===== config.mk =====
export PLATFORM = sky130hd
export DESIGN_NAME = detector_monitor
export DESIGN_NICKNAME = d
export VERILOG_FILES = /design/src/rtl/detector_monitor.sv
export SDC_FILE = /design/constraint.sdc
export NUM_CORES = 1
export LEC_CHECK = 0
export ABC_AREA = 1
export CAP_MARGIN = 10
export CORE_MARGIN = 10
export CORE_UTILIZATION = 38
export CTS_CLUSTER_SIZE = 20
export DETAILED_ROUTE_END_ITERATION = 10
export GPL_TIMING_DRIVEN = 0
export HOLD_SLACK_MARGIN = 0.05
export PLACE_DENSITY = 0.67
export SETUP_SLACK_MARGIN = 0.05
export SYNTH_ARGS = -nofsm -noshare
export SYNTH_HDL_FRONTEND = slang
export SYNTH_SLANG_ARGS = --single-unit
export TNS_END_PERCENT = 20

===== constraint.sdc =====
create_clock -name clk -period 3.2 [get_ports clk]
set_clock_uncertainty 0.05 [all_clocks]
set_input_delay 0.64 -clock clk [delete_from_list [all_inputs] [get_ports clk]]
set_output_delay 0.64 -clock clk [all_outputs]
set_load 0.01 [all_outputs]

===== src/rtl/detector_monitor.sv =====
// Stream sink for the detector video path: checks SOP/EOP framing and frame size,
// measures per-frame pixel statistics and SOP-to-SOP period, exposes results over Avalon-MM.
module detector_monitor #(
  parameter int unsigned DATA_WIDTH = 10,
  parameter int unsigned EXP_WIDTH  = 384,
  parameter int unsigned EXP_HEIGHT = 288
) (
  input  logic                  clk,
  input  logic                  rst,
  input  logic [DATA_WIDTH-1:0] din_data,
  input  logic                  din_valid,
  input  logic                  din_startofpacket,
  input  logic                  din_endofpacket,
  input  logic [2:0]            av_address,
  input  logic                  av_read,
  output logic [31:0]           av_readdata,
  input  logic                  av_write,
  input  logic [31:0]           av_writedata
);

  localparam logic [31:0] EXP_PIXELS = 32'(EXP_WIDTH * EXP_HEIGHT);

  typedef enum logic [1:0] {IDLE, WAIT_SOP, IN_FRAME} state_t;

  state_t r_state, w_state_n;

  logic r_enable, r_err_orphan, r_err_dup, r_err_size;
  logic r_result_valid, r_have_period, r_seen_sop;
  logic [31:0] r_cnt, r_sum, r_frame_cnt, r_period, r_last_period;
  logic [31:0] r_last_count, r_last_sum;
  logic [DATA_WIDTH-1:0] r_min, r_max, r_last_min, r_last_max;

  logic w_wr_ctrl, w_clear, w_hold, w_enable_rise;
  logic w_start, w_accum, w_commit, w_orphan, w_dup;
  logic [31:0] w_cnt_n, w_sum_n, w_rdata;
  logic [DATA_WIDTH-1:0] w_min_n, w_max_n;
  logic w_unused_wdata;

  assign w_unused_wdata = ^av_writedata[31:2];

  function automatic logic [31:0] sat_inc(input logic [31:0] v);
    return (v == '1) ? v : v + 32'd1;
  endfunction

  function automatic logic [31:0] sat_add(input logic [31:0] a, input logic [31:0] b);
    logic [32:0] s;
    s = {1'b0, a} + {1'b0, b};
    return s[32] ? '1 : s[31:0];
  endfunction

  // A control write that clears, disables, or first enables owns the cycle; any beat is dropped.
  always_comb begin
    w_state_n     = r_state;
    w_start       = 1'b0;
    w_accum       = 1'b0;
    w_commit      = 1'b0;
    w_orphan      = 1'b0;
    w_dup         = 1'b0;
    w_wr_ctrl     = av_write && (av_address == 3'd0);
    w_clear       = w_wr_ctrl && av_writedata[1];
    w_enable_rise = w_wr_ctrl && av_writedata[0] && !av_writedata[1] && (r_state == IDLE);
    w_hold        = w_clear || (w_wr_ctrl && (!av_writedata[0] || (r_state == IDLE)));
    if (w_hold) begin
      w_state_n = (w_wr_ctrl && av_writedata[0]) ? WAIT_SOP : IDLE;
    end else if (din_valid) begin
      unique case (r_state)
        WAIT_SOP: begin
          if (din_startofpacket) begin
            w_start   = 1'b1;
            w_commit  = din_endofpacket;
            w_state_n = din_endofpacket ? WAIT_SOP : IN_FRAME;
          end else begin
            w_orphan = 1'b1;
          end
        end
        IN_FRAME: begin
          if (din_startofpacket) begin
            w_dup     = 1'b1;
            w_start   = 1'b1;
            w_commit  = din_endofpacket;
            w_state_n = din_endofpacket ? WAIT_SOP : IN_FRAME;
          end else begin
            w_accum  = 1'b1;
            w_commit = din_endofpacket;
            if (din_endofpacket) w_state_n = WAIT_SOP;
          end
        end
        default: ;
      endcase
    end
  end

  always_comb begin
    if (w_start) begin
      w_cnt_n = 32'd1;
      w_sum_n = 32'(din_data);
      w_min_n = din_data;
      w_max_n = din_data;
    end else begin
      w_cnt_n = sat_inc(r_cnt);
      w_sum_n = sat_add(r_sum, 32'(din_data));
      w_min_n = (din_data < r_min) ? din_data : r_min;
      w_max_n = (din_data > r_max) ? din_data : r_max;
    end
  end

  always_comb begin
    unique case (av_address)
      3'd0:    w_rdata = {25'd0, r_have_period, r_result_valid, r_err_size, r_err_dup,
                          r_err_orphan, (r_state == IN_FRAME), r_enable};
      3'd1:    w_rdata = r_frame_cnt;
      3'd2:    w_rdata = r_last_count;
      3'd3:    w_rdata = r_last_sum;
      3'd4:    w_rdata = {16'(r_last_max), 16'(r_last_min)};
      3'd5:    w_rdata = r_last_period;
      default: w_rdata = '0;
    endcase
  end

  always_ff @(posedge clk) begin
    if (rst) begin
      r_state        <= IDLE;
      av_readdata    <= '0;
      r_enable       <= 1'b0;
      r_err_orphan   <= 1'b0;
      r_err_dup      <= 1'b0;
      r_err_size     <= 1'b0;
      r_result_valid <= 1'b0;
      r_have_period  <= 1'b0;
      r_seen_sop     <= 1'b0;
      r_cnt          <= '0;
      r_sum          <= '0;
      r_min          <= '0;
      r_max          <= '0;
      r_frame_cnt    <= '0;
      r_period       <= '0;
      r_last_period  <= '0;
      r_last_count   <= '0;
      r_last_sum     <= '0;
      r_last_min     <= '0;
      r_last_max     <= '0;
    end else begin
      r_state <= w_state_n;
      if (av_read) av_readdata <= w_rdata;
      if (w_wr_ctrl) r_enable <= av_writedata[0];
      if (w_clear) begin
        r_err_orphan   <= 1'b0;
        r_err_dup      <= 1'b0;
        r_err_size     <= 1'b0;
        r_result_valid <= 1'b0;
        r_have_period  <= 1'b0;
        r_seen_sop     <= 1'b0;
        r_cnt          <= '0;
        r_sum          <= '0;
        r_min          <= '0;
        r_max          <= '0;
        r_frame_cnt    <= '0;
        r_period       <= '0;
        r_last_period  <= '0;
        r_last_count   <= '0;
        r_last_sum     <= '0;
        r_last_min     <= '0;
        r_last_max     <= '0;
      end else begin
        if (w_start || w_accum) begin
          r_cnt <= w_cnt_n;
          r_sum <= w_sum_n;
          r_min <= w_min_n;
          r_max <= w_max_n;
        end
        if (w_commit) begin
          r_last_count   <= w_cnt_n;
          r_last_sum     <= w_sum_n;
          r_last_min     <= w_min_n;
          r_last_max     <= w_max_n;
          r_frame_cnt    <= sat_inc(r_frame_cnt);
          r_result_valid <= 1'b1;
          if (w_cnt_n != EXP_PIXELS) r_err_size <= 1'b1;
        end
        if (w_orphan) r_err_orphan <= 1'b1;
        if (w_dup)    r_err_dup    <= 1'b1;
        // Period restarts on every enable so it never spans an idle gap.
        if (w_enable_rise) begin
          r_seen_sop <= 1'b0;
          r_period   <= '0;
        end else if (w_start) begin
          if (r_seen_sop) begin
            r_last_period <= r_period;
            r_have_period <= 1'b1;
          end
          r_period   <= 32'd1;
          r_seen_sop <= 1'b1;
        end else if (r_state != IDLE) begin
          r_period <= sat_inc(r_period);
        end
      end
    end
  end

endmodule


==> impl_metrics.json, run 1 <==
{
  "antenna_found_initial": 0,
  "worstReg2RegStart": "r_cnt[1]$_SDFFE_PP0P_",
  "yosysMostFrequentCell": "nand2_1",
  "seqCellArea_mm2": 0.00611,
  "synthCells": 2379,
  "fillers": 4325,
  "p_leak_nw": 7.01,
  "htreeDepth": 2,
  "drt-wirelength-per-cell_um": 19.6,
  "async_flop_share": 0,
  "antenna_left": 0,
  "path_clk_slew_ns": 0.06,
  "ir_worst_vdd_v": 0.000282,
  "via_count": 16900,
  "diodes": 0,
  "critPathArrivalTime_ns": 3.53,
  "max-clock-path-buffers": 3,
  "wl_um": 59300,
  "hold_viol": 0,
  "synth_top_cell_area_share": 0.381,
  "power.total_mw": 8.60,
  "firstDrtPassIters": 6,
  "setup_tns_ns": 0,
  "drtIter0Drc": 1654,
  "r2r_cells": 15,
  "setup-violations-final": 0,
  "drv_cap": 0,
  "route.detailed.drc": 0,
  "rrSetupSlack_ns": 0.28,
  "clock_insertion_delay_worst_skew_ns": 0.55,
  "max_slew_margin": 0.403,
  "critPathCaptureType": "register",
  "routabilityCongestion": 1.02,
  "timing.rr.end": "r_err_size$_SDFFE_PP0P_",
  "syn_area_mm2": 0.0160,
  "vias_per_cell": 5.57,
  "swShare": 0.252,
  "yosysTopAreaCell": "dfxtp_1",
  "grt_max_degree": 13,
  "pwr_density_cell_mw_per_mm2": 465,
  "die_y_um": 225,
  "nNetsFinal": 2559,
  "io_buffers": 52,
  "cts_buffers": 35,
  "min_from": "r_last_period[3]$_SDFFE_PP0P_",
  "period_needed_ns": 3.10,
  "p_sw_mw": 2.17,
  "grt_pass1_vias": 15700,
  "area_growth_pct": 15.2,
  "max_freq_mhz": 322,
  "dpl.hpwl_um": 46200,
  "synth_seq_area_share": 0.381,
  "hold_buffers": 0,
  "worstPathMaxFanout": 10,
  "cts-root-buf": "clkbuf_16",
  "synth_cell_type_count": 51,
  "ys_top_cells_by_count": "521 x nand2_1, 305 x dfxtp_1, 268 x a21oi_1",
  "grt_pass1_wl_um": 90700,
  "start_util": 0.383,
  "clock_sinks": 305,
  "drive_above_1_share": 0.0610,
  "min_to": "r_last_period[3]$_SDFFE_PP0P_",
  "whs_path_depth": 2,
  "rows": 75,
  "synth-main-ff-cell": "dfxtp_1",
  "comb_power_share": 0.079,
  "die_w_um": 225,
  "status": "finished clean",
  "p_seq_frac": 0.453,
  "critPathKind": "input pin to register",
  "core_area_mm2": 0.0419,
  "hp-class": "register to register",
  "grt.overflow.total": 0,
  "tightestPinTransition_ns": 0.895,
  "multi_input_area_mm2": 0.00852,
  "slew_violations": 0,
  "grtUsageTotal": 0.229,
  "synth-edff-count": 0,
  "rsz0062_at_grt": "true",
  "dieArea_mm2": 0.0508,
  "yosysWarnings": 0,
  "fin_crit_sh": 0.970,
  "p_int_mw": 6.43,
  "synthTopCellsByArea": "dfxtp_1 38%, nand2_1 12%, a21oi_1 8.4%, o21ai_0 6.1%, inv_1 5.8%",
  "p_clk_frac": 0.468,
  "cts_tree": "yes",
  "ys_ff_latch": 305,
  "required_ns": 3.63,
  "cp-start-kind": "input pin",
  "avgSynthCellArea_um2": 6.74,
  "ios": 84,
  "synth.net_count": 2467
}
[metrics by stage]
stage          setup WS, ns  std cells   util  instance area [um2]  hold WS [ns]
2_1_floorplan         0.641       2379      -                16000         0.374
3_3_place_gp         -0.557       2970  0.412                17200         0.389
3_5_place_dp         -0.584       2970  0.412                17200         0.398
4_1_cts              0.0248       3028  0.439                18400         0.406
5_1_grt              0.0356       3031  0.442                18500         0.430
6_report             0.0975       3031  0.442                18500         0.408
[layout by cell type, fill, tap and decap left out, drive strengths merged, types with 3 or more instances in the layout]
cell           synthesis  routed
nand2                527     527
dfxtp                305     305
a21oi                268     268
inv                  256     257
nor2                 253     253
o21ai                205     205
nand3                159     159
clkbuf                63     114
nor3                  52      52
buf                   51      52
clkdlybuf4s50          0      50
ha                    35      35
a22oi                 34      34
nand4                 29      29
xnor2                 24      24
xor2                  23      23
nor4                  15      15
a31oi                 12      12
o2111ai               11      11
a221oi                11      11
nand3b                11      11
clkinv                 2       8
o221ai                 4       4
o22ai                  4       4
nor3b                  4       4
or2                    3       3
and3                   3       3
o21a                   3       3
[what timing repair did]
item,4_1_cts,5_1_grt
cloned,0,0
setup buffers,0,3
resized for setup,3,24
endpoints found under the setup margin,9,153
[metal layers]
| layer | global-route usage | routed length, um | up-vias |
|---|---|---|---|
| li1 | - | - | 8097 |
| met1 | 0.302 | 25600 | 7896 |
| met2 | 0.364 | 26200 | 735 |
| met3 | 0.0376 | 5010 | 140 |
| met4 | 0.0972 | 2460 | 0 |
| met5 | 0 | 0 | - |
[cell families (layout without fill, tap and decap cells)]
kind of cell	count (synthesis)	in the layout	share of synthesized area
AOI/OAI and AO/OA	563	563	0.191
xor gates and xnor gates	47	47	0.0257
adders and majority gates	36	36	0.0285
buffers and inverters	372	485	0.0925
DFF	305	305	0.381
and+or+nand+nor	1056	1056	0.282
[final cells by class]
| type | count | share of cell area |
|---|---|---|
| multi-input cells | 1702 | 0.461 |
| flip-flops and latches | 305 | 0.330 |
| clock buffers | 49 | 0.0552 |
| inverters | 258 | 0.0524 |
| well taps | 539 | 0.0365 |
| repair buffers | 55 | 0.0296 |
| plain buffers | 114 | 0.0288 |
| clock inverters | 9 | 0.00616 |
[flip-flops by register name (all words and copies together) (netlist names)]
register	flops
r_seen_sop	1
r_err_size	1
r_min	10
r_period	32
r_last_min	10
r_result_valid	1
r_frame_cnt	32
r_have_period	1
r_sum	32
r_last_count	32
r_cnt	32
r_enable	1
r_last_sum	32
r_err_dup	1
r_last_period	32
av_readdata	32
r_err_orphan	1
r_max	10
r_state	2
r_last_max	10
[power by group through the flow]
stage          Sequential, mW  Clock (mW)  Combinational [mW]
4_1_cts                  3.89        4.09               0.660
3_5_place_dp             3.97           0               0.654
6_report                 3.89        4.03               0.681
3_3_place_gp             3.97           0               0.641
2_1_floorplan            3.96           0               0.411
5_1_grt                  3.90        4.23               0.748
[how the worst max path moves through the flow]
stage / start / end / slack (ns) / cells after the start
final: av_address[1] / r_last_sum[10]$_SDFFE_PP0P_ / 0.1 / 11
after floorplan: din_data[0] / r_sum[6]$_SDFFE_PP0P_ / 0.64 / 15
after detailed placement: din_data[7] / r_last_sum[7]$_SDFFE_PP0P_ / -0.58 / 14
after CTS: din_data[0] / r_sum[16]$_SDFFE_PP0P_ / 0.02 / 14
after global routing: din_data[3] / r_last_sum[7]$_SDFFE_PP0P_ / 0.04 / 15
after global placement: din_data[0] / r_sum[16]$_SDFFE_PP0P_ / -0.56 / 14
[critical path, stage by stage]
cell	delay, ns
clkdlybuf4s50_1	0.67
nor2_2	0.10
nand2_2	0.11
inv_2	0.10
nand2_2	0.16
nor2_4	0.07
nor4_4	0.57
buf_2	0.40
clkbuf_1	0.41
o21ai_0	0.16
nor2_1	0.14
Power figures use the tool's default switching activity.
==> run 2, diff against run 1 <==
Settings changed: SKIP_LAST_GASP set to 1.
==> run 2 against run 1 <==
Against the previous run: setup slack got worse by 0.044 ns; power about the same; first-iteration DRC count increased by 4.8%; largest cell class unchanged.
==> impl_metrics.json, run 2 (synthesis results as in run 1) <==
{
  "critPathArrivalTime_ns": 3.57,
  "drtIter0Drc": 1733,
  "slew_violations": 0,
  "setup_tns_ns": 0,
  "grtUsageTotal": 0.229,
  "critPathCaptureType": "register",
  "setup-violations-final": 0,
  "max-clock-path-buffers": 3,
  "min_to": "r_err_size$_SDFFE_PP0P_",
  "rows": 75,
  "io_buffers": 52,
  "antenna_found_initial": 0,
  "vias_per_cell": 5.52,
  "cts_buffers": 35,
  "cts-root-buf": "clkbuf_16",
  "htreeDepth": 2,
  "grt_max_degree": 13,
  "start_util": 0.383,
  "hold_viol": 0,
  "p_leak_nw": 7.01,
  "hold_ws_ns": 0.410,
  "tightestPinTransition_ns": 0.891,
  "die_w_um": 225,
  "core_area_mm2": 0.0419,
  "rsz0062_at_grt": "true",
  "dpl.hpwl_um": 46200,
  "max_freq_mhz": 318,
  "ios": 84,
  "antenna_left": 0,
  "seqCellArea_mm2": 0.00611,
  "cp-start-kind": "input pin",
  "nNetsFinal": 2559,
  "fillers": 4327,
  "whs_path_depth": 2,
  "firstDrtPassIters": 6,
  "ir_worst_vdd_v": 0.000281,
  "die_y_um": 225,
  "layout_common_cells": "520 x nand2_1, 305 x dfxtp_1, 268 x a21oi_1",
  "max_slew_margin": 0.406,
  "hp-class": "register to register",
  "area_growth_pct": 15.2,
  "multi_input_area_mm2": 0.00852,
  "final_common_cell": "nand2_1",
  "utilization": 0.442,
  "critPathKind": "input pin to register",
  "status": "finished clean",
  "path_common_cell": "nand2_2",
  "grt_pass1_wl_um": 90700,
  "via_count": 16700,
  "grt_pass1_vias": 15700,
  "dieArea_mm2": 0.0508,
  "crit_chain": "clkdlybuf4s50_1 -> nor2_2 -> nand2_2 -> inv_2 -> nand2_2 -> nor2_4 -> nor4_4 -> buf_2 -> clkbuf_1 -> o21ai_0 -> nor2_1",
  "cts_tree": "yes",
  "clock_sinks": 305,
  "fin_crit_sh": 0.983,
  "crit_slowest_cell": "clkdlybuf4s50_1",
  "pwr_density_cell_mw_per_mm2": 466,
  "hold_buffers": 0,
  "period_needed_ns": 3.15,
  "worstReg2RegStart": "r_cnt[1]$_SDFFE_PP0P_",
  "drt-wirelength-per-cell_um": 19.6,
  "required_ns": 3.62,
  "placed_cells_incl_taps": 2970,
  "routabilityCongestion": 1.02,
  "r2r_cells": 15,
  "route.detailed.drc": 0,
  "path_clk_slew_ns": 0.06,
  "cpPeakStageDelay_ns": 0.67,
  "rrSetupSlack_ns": 0.27,
  "min_from": "r_err_size$_SDFFE_PP0P_",
  "drv_cap": 0,
  "drive_above_1_share": 0.0606,
  "worstPathMaxFanout": 10,
  "layoutNonFillerInstCount": 3031,
  "clock_insertion_delay_worst_skew_ns": 0.55,
  "grt.overflow.total": 0,
  "timing.rr.end": "r_err_size$_SDFFE_PP0P_",
  "diodes": 0,
  "wl_um": 59300
}
[run 2: cell types whose count changed in the layout (fill, tap and decap cells not counted)]
cell,change
a31oi_1,+1
a31oi_2,-1
[run 2: critical path: cells and delay by family]
kind,cells,cell delay [ns]
buffers and inverters,4,1.60
AND/OR/NAND/NOR,6,1.15
AO/OA/AOI/OAI,1,0.16
[run 2: layout make-up]
class | instances | share of cell area
sequential | 305 | 0.330
multi-input combinational | 1702 | 0.461
clock inverter | 9 | 0.00616
timing repair buffer | 55 | 0.0297
inverter | 258 | 0.0524
tap | 539 | 0.0365
buffer | 114 | 0.0288
clock buffer | 49 | 0.0552
[run 2: what timing repair did]
action                     4_1_cts  5_1_grt
setup buffers                    0        3
setup endpoints to repair        9      153
pin swaps                        0        0
gates resized for setup          3       23
[run 2: metrics by stage]
step	total power [mW]	area [um2]	worst slack, ns
after floorplan	4.37	16000	0.641
after global placement	4.61	17200	-0.557
after detailed placement	4.63	17200	-0.584
after CTS	8.64	18400	0.0248
after global routing	8.87	18500	-0.0151
final	8.61	18500	0.0531
[run 2: per-layer routing]
layer,GRT usage,vias to the layer above,routed length [um]
li1,-,8084,-
met1,0.302,7834,26100
met2,0.364,696,26200
met3,0.0376,130,4620
met4,0.0972,0,2370
met5,0,-,0
[run 2: how the worst max path moves through the flow]
| stage | from | to | cells after the start | slack (ns) |
|---|---|---|---|---|
| floorplan | din_data[0] | r_sum[6]$_SDFFE_PP0P_ | 15 | 0.64 |
| global placement | din_data[0] | r_sum[16]$_SDFFE_PP0P_ | 14 | -0.56 |
| detailed placement | din_data[7] | r_last_sum[7]$_SDFFE_PP0P_ | 14 | -0.58 |
| CTS | din_data[0] | r_sum[16]$_SDFFE_PP0P_ | 14 | 0.02 |
| global route | av_address[1] | r_sum[5]$_SDFFE_PP0P_ | 14 | -0.02 |
| finish | av_address[1] | r_last_sum[11]$_SDFFE_PP0P_ | 11 | 0.05 |
[run 2: report_power, final]
part | switching (mW) | internal (mW)
clock | 1.65 | 2.38
combinational | 0.477 | 0.203
sequential | 0.0483 | 3.85
==> run 3, diff against run 2 <==
Settings changed: CAP_MARGIN 10 to unset, GPL_TIMING_DRIVEN 0 to unset, RECOVER_POWER set to 50.
==> run 3 against run 2 <==
Against the previous run: wire length shrank 10%; global-route usage decreased by 2.4 points; critical path depth increased by 3; non-clock buffer count is 22 lower; sequential share of layout area is 0.28 points lower; clock power hardly changed; sequential power about the same; cell count fell by 0.53%; flip-flop and latch count stayed put.
==> impl_metrics.json, run 3 (synthesis results as in run 1) <==
{
  "setup-violations-final": 0,
  "drive_above_1_share": 0.0691,
  "layout_common_cells": "523 x nand2_1, 305 x dfxtp_1, 268 x a21oi_1",
  "antenna_found_initial": 0,
  "placed_cells_incl_taps": 2951,
  "rsz0062_at_grt": "false",
  "critPathArrivalTime_ns": 3.33,
  "whs_path_depth": 2,
  "drt-wirelength-per-cell_um": 17.6,
  "io_buffers": 53,
  "min_to": "r_last_period[24]$_SDFFE_PP0P_",
  "critPathCaptureType": "register",
  "max_slew_margin": 0.541,
  "pwr_density_cell_mw_per_mm2": 461,
  "hold_viol": 0,
  "grt_pass1_vias": 15300,
  "fillers": 4281,
  "clock_insertion_delay_worst_skew_ns": 0.56,
  "cts-root-buf": "clkbuf_16",
  "swShare": 0.256,
  "rows": 75,
  "p_leak_nw": 7.26,
  "max_freq_mhz": 341,
  "tightestPinTransition_ns": 0.687,
  "vias_per_cell": 5.36,
  "setup_slack_ns": 0.264,
  "via_count": 16200,
  "p_seq_frac": 0.453,
  "htreeDepth": 2,
  "r2r_cells": 14,
  "drv_cap": 0,
  "hold_buffers": 0,
  "clock_sinks": 305,
  "grt.overflow.total": 0,
  "ios": 84,
  "ir_worst_vdd_v": 0.000309,
  "die_w_um": 225,
  "drtIter0Drc": 1420,
  "antenna_left": 0,
  "p_clk_frac": 0.471,
  "grtUsageTotal": 0.205,
  "hp-class": "register to register",
  "utilization": 0.445,
  "post-cts-setup-buffer-count": 0,
  "final_common_cell": "nand2_1",
  "wl_um": 53100,
  "pre_cts_ws_ns": -0.120,
  "slew_violations": 0,
  "critPathKind": "input pin to register",
  "worstPathMaxFanout": 29,
  "nNetsFinal": 2539,
  "layoutNonFillerInstCount": 3015,
  "max-clock-path-buffers": 3,
  "dpl.hpwl_um": 39400,
  "grt_max_degree": 126,
  "cts_tree": "yes",
  "rrSetupSlack_ns": 0.50,
  "grt_pass1_wl_um": 83100,
  "start_util": 0.383,
  "firstDrtPassIters": 6,
  "cts_resized": 0,
  "p_sw_mw": 2.20,
  "status": "finished clean",
  "core_area_mm2": 0.0419,
  "worstReg2RegStart": "r_state[0]$_SDFFE_PP0P_",
  "cts_buffers": 37,
  "path_clk_slew_ns": 0.06,
  "dieArea_mm2": 0.0508,
  "p_int_mw": 6.40,
  "cp-start-kind": "input pin",
  "area_growth_pct": 16.2,
  "period_needed_ns": 2.94,
  "comb_power_share": 0.077,
  "route.detailed.drc": 0,
  "die_y_um": 225,
  "fin_crit_sh": 0.917,
  "min_from": "r_last_period[24]$_SDFFE_PP0P_",
  "required_ns": 3.59,
  "timing.rr.end": "r_frame_cnt[25]$_SDFFE_PP0P_",
  "routabilityCongestion": 0.941,
  "diodes": 0
}
==> run 3: how the worst max path moves through the flow <==
stage / from / end / slack (ns) / cells past startpoint
after floorplan: din_data[0] / r_sum[6]$_SDFFE_PP0P_ / 0.64 / 15
after global placement: din_data[0] / r_sum[5]$_SDFFE_PP0P_ / -0.08 / 16
after detailed placement: av_address[0] / r_period[12]$_SDFFE_PP0P_ / -0.12 / 12
after CTS: av_address[0] / r_period[12]$_SDFFE_PP0P_ / 0.43 / 12
after global routing: av_address[0] / r_err_size$_SDFFE_PP0P_ / 0.12 / 17
final: av_address[0] / r_min[7]$_SDFFE_PP0P_ / 0.26 / 14
==> run 3: power groups by stage <==
stage	sequential, mW	combinational [mW]	clock, mW
6_report	3.89	0.658	4.05
5_1_grt	3.90	0.734	4.23
4_1_cts	3.89	0.663	4.09
3_5_place_dp	3.98	0.659	0
3_3_place_gp	3.97	0.647	0
2_1_floorplan	3.96	0.411	0
==> run 3: critical path, stage by stage <==
cell and delay, ns:
dlygate4sd3_1 0.65, nor2_1 0.19, nand2_2 0.10, inv_2 0.10, nand2_1 0.10, nor2_4 0.14
inv_2 0.09, nand2_4 0.23, inv_2 0.23, nor2_4 0.19, buf_4 0.33, a21oi_1 0.12
o21ai_0 0.13, inv_1 0.06
==> run 3: stage by stage <==
| step | TNS, ns | power [mW] | hold slack [ns] | area (um2) |
|---|---|---|---|---|
| after detailed placement | -1.94 | 4.63 | 0.395 | 17600 |
| after global placement | -1.25 | 4.62 | 0.392 | 17600 |
| after global routing | 0 | 8.86 | 0.420 | 18600 |
| final | 0 | 8.60 | 0.404 | 18600 |
| after CTS | 0 | 8.65 | 0.402 | 18700 |
| after floorplan | 0 | 4.37 | 0.374 | 16000 |
==> run 3: area by class of cell <==
class,instances,area (um2),area share
Multi-Input combinational cell,1702,8430,0.452
Sequential cell,305,6110,0.328
Timing Repair Buffer,147,1320,0.0708
Clock buffer,51,1060,0.0569
Inverter,258,968,0.0520
Tap cell,539,674,0.0362
Clock inverter,13,81.3,0.00436
==> run 3: metal layers <==
layer,global-route usage,up-vias,wire [um]
li1,-,8034,-
met1,0.270,7557,24100
met2,0.332,500,24000
met3,0.0288,82,3040
met4,0.0802,0,1830
met5,0,-,0
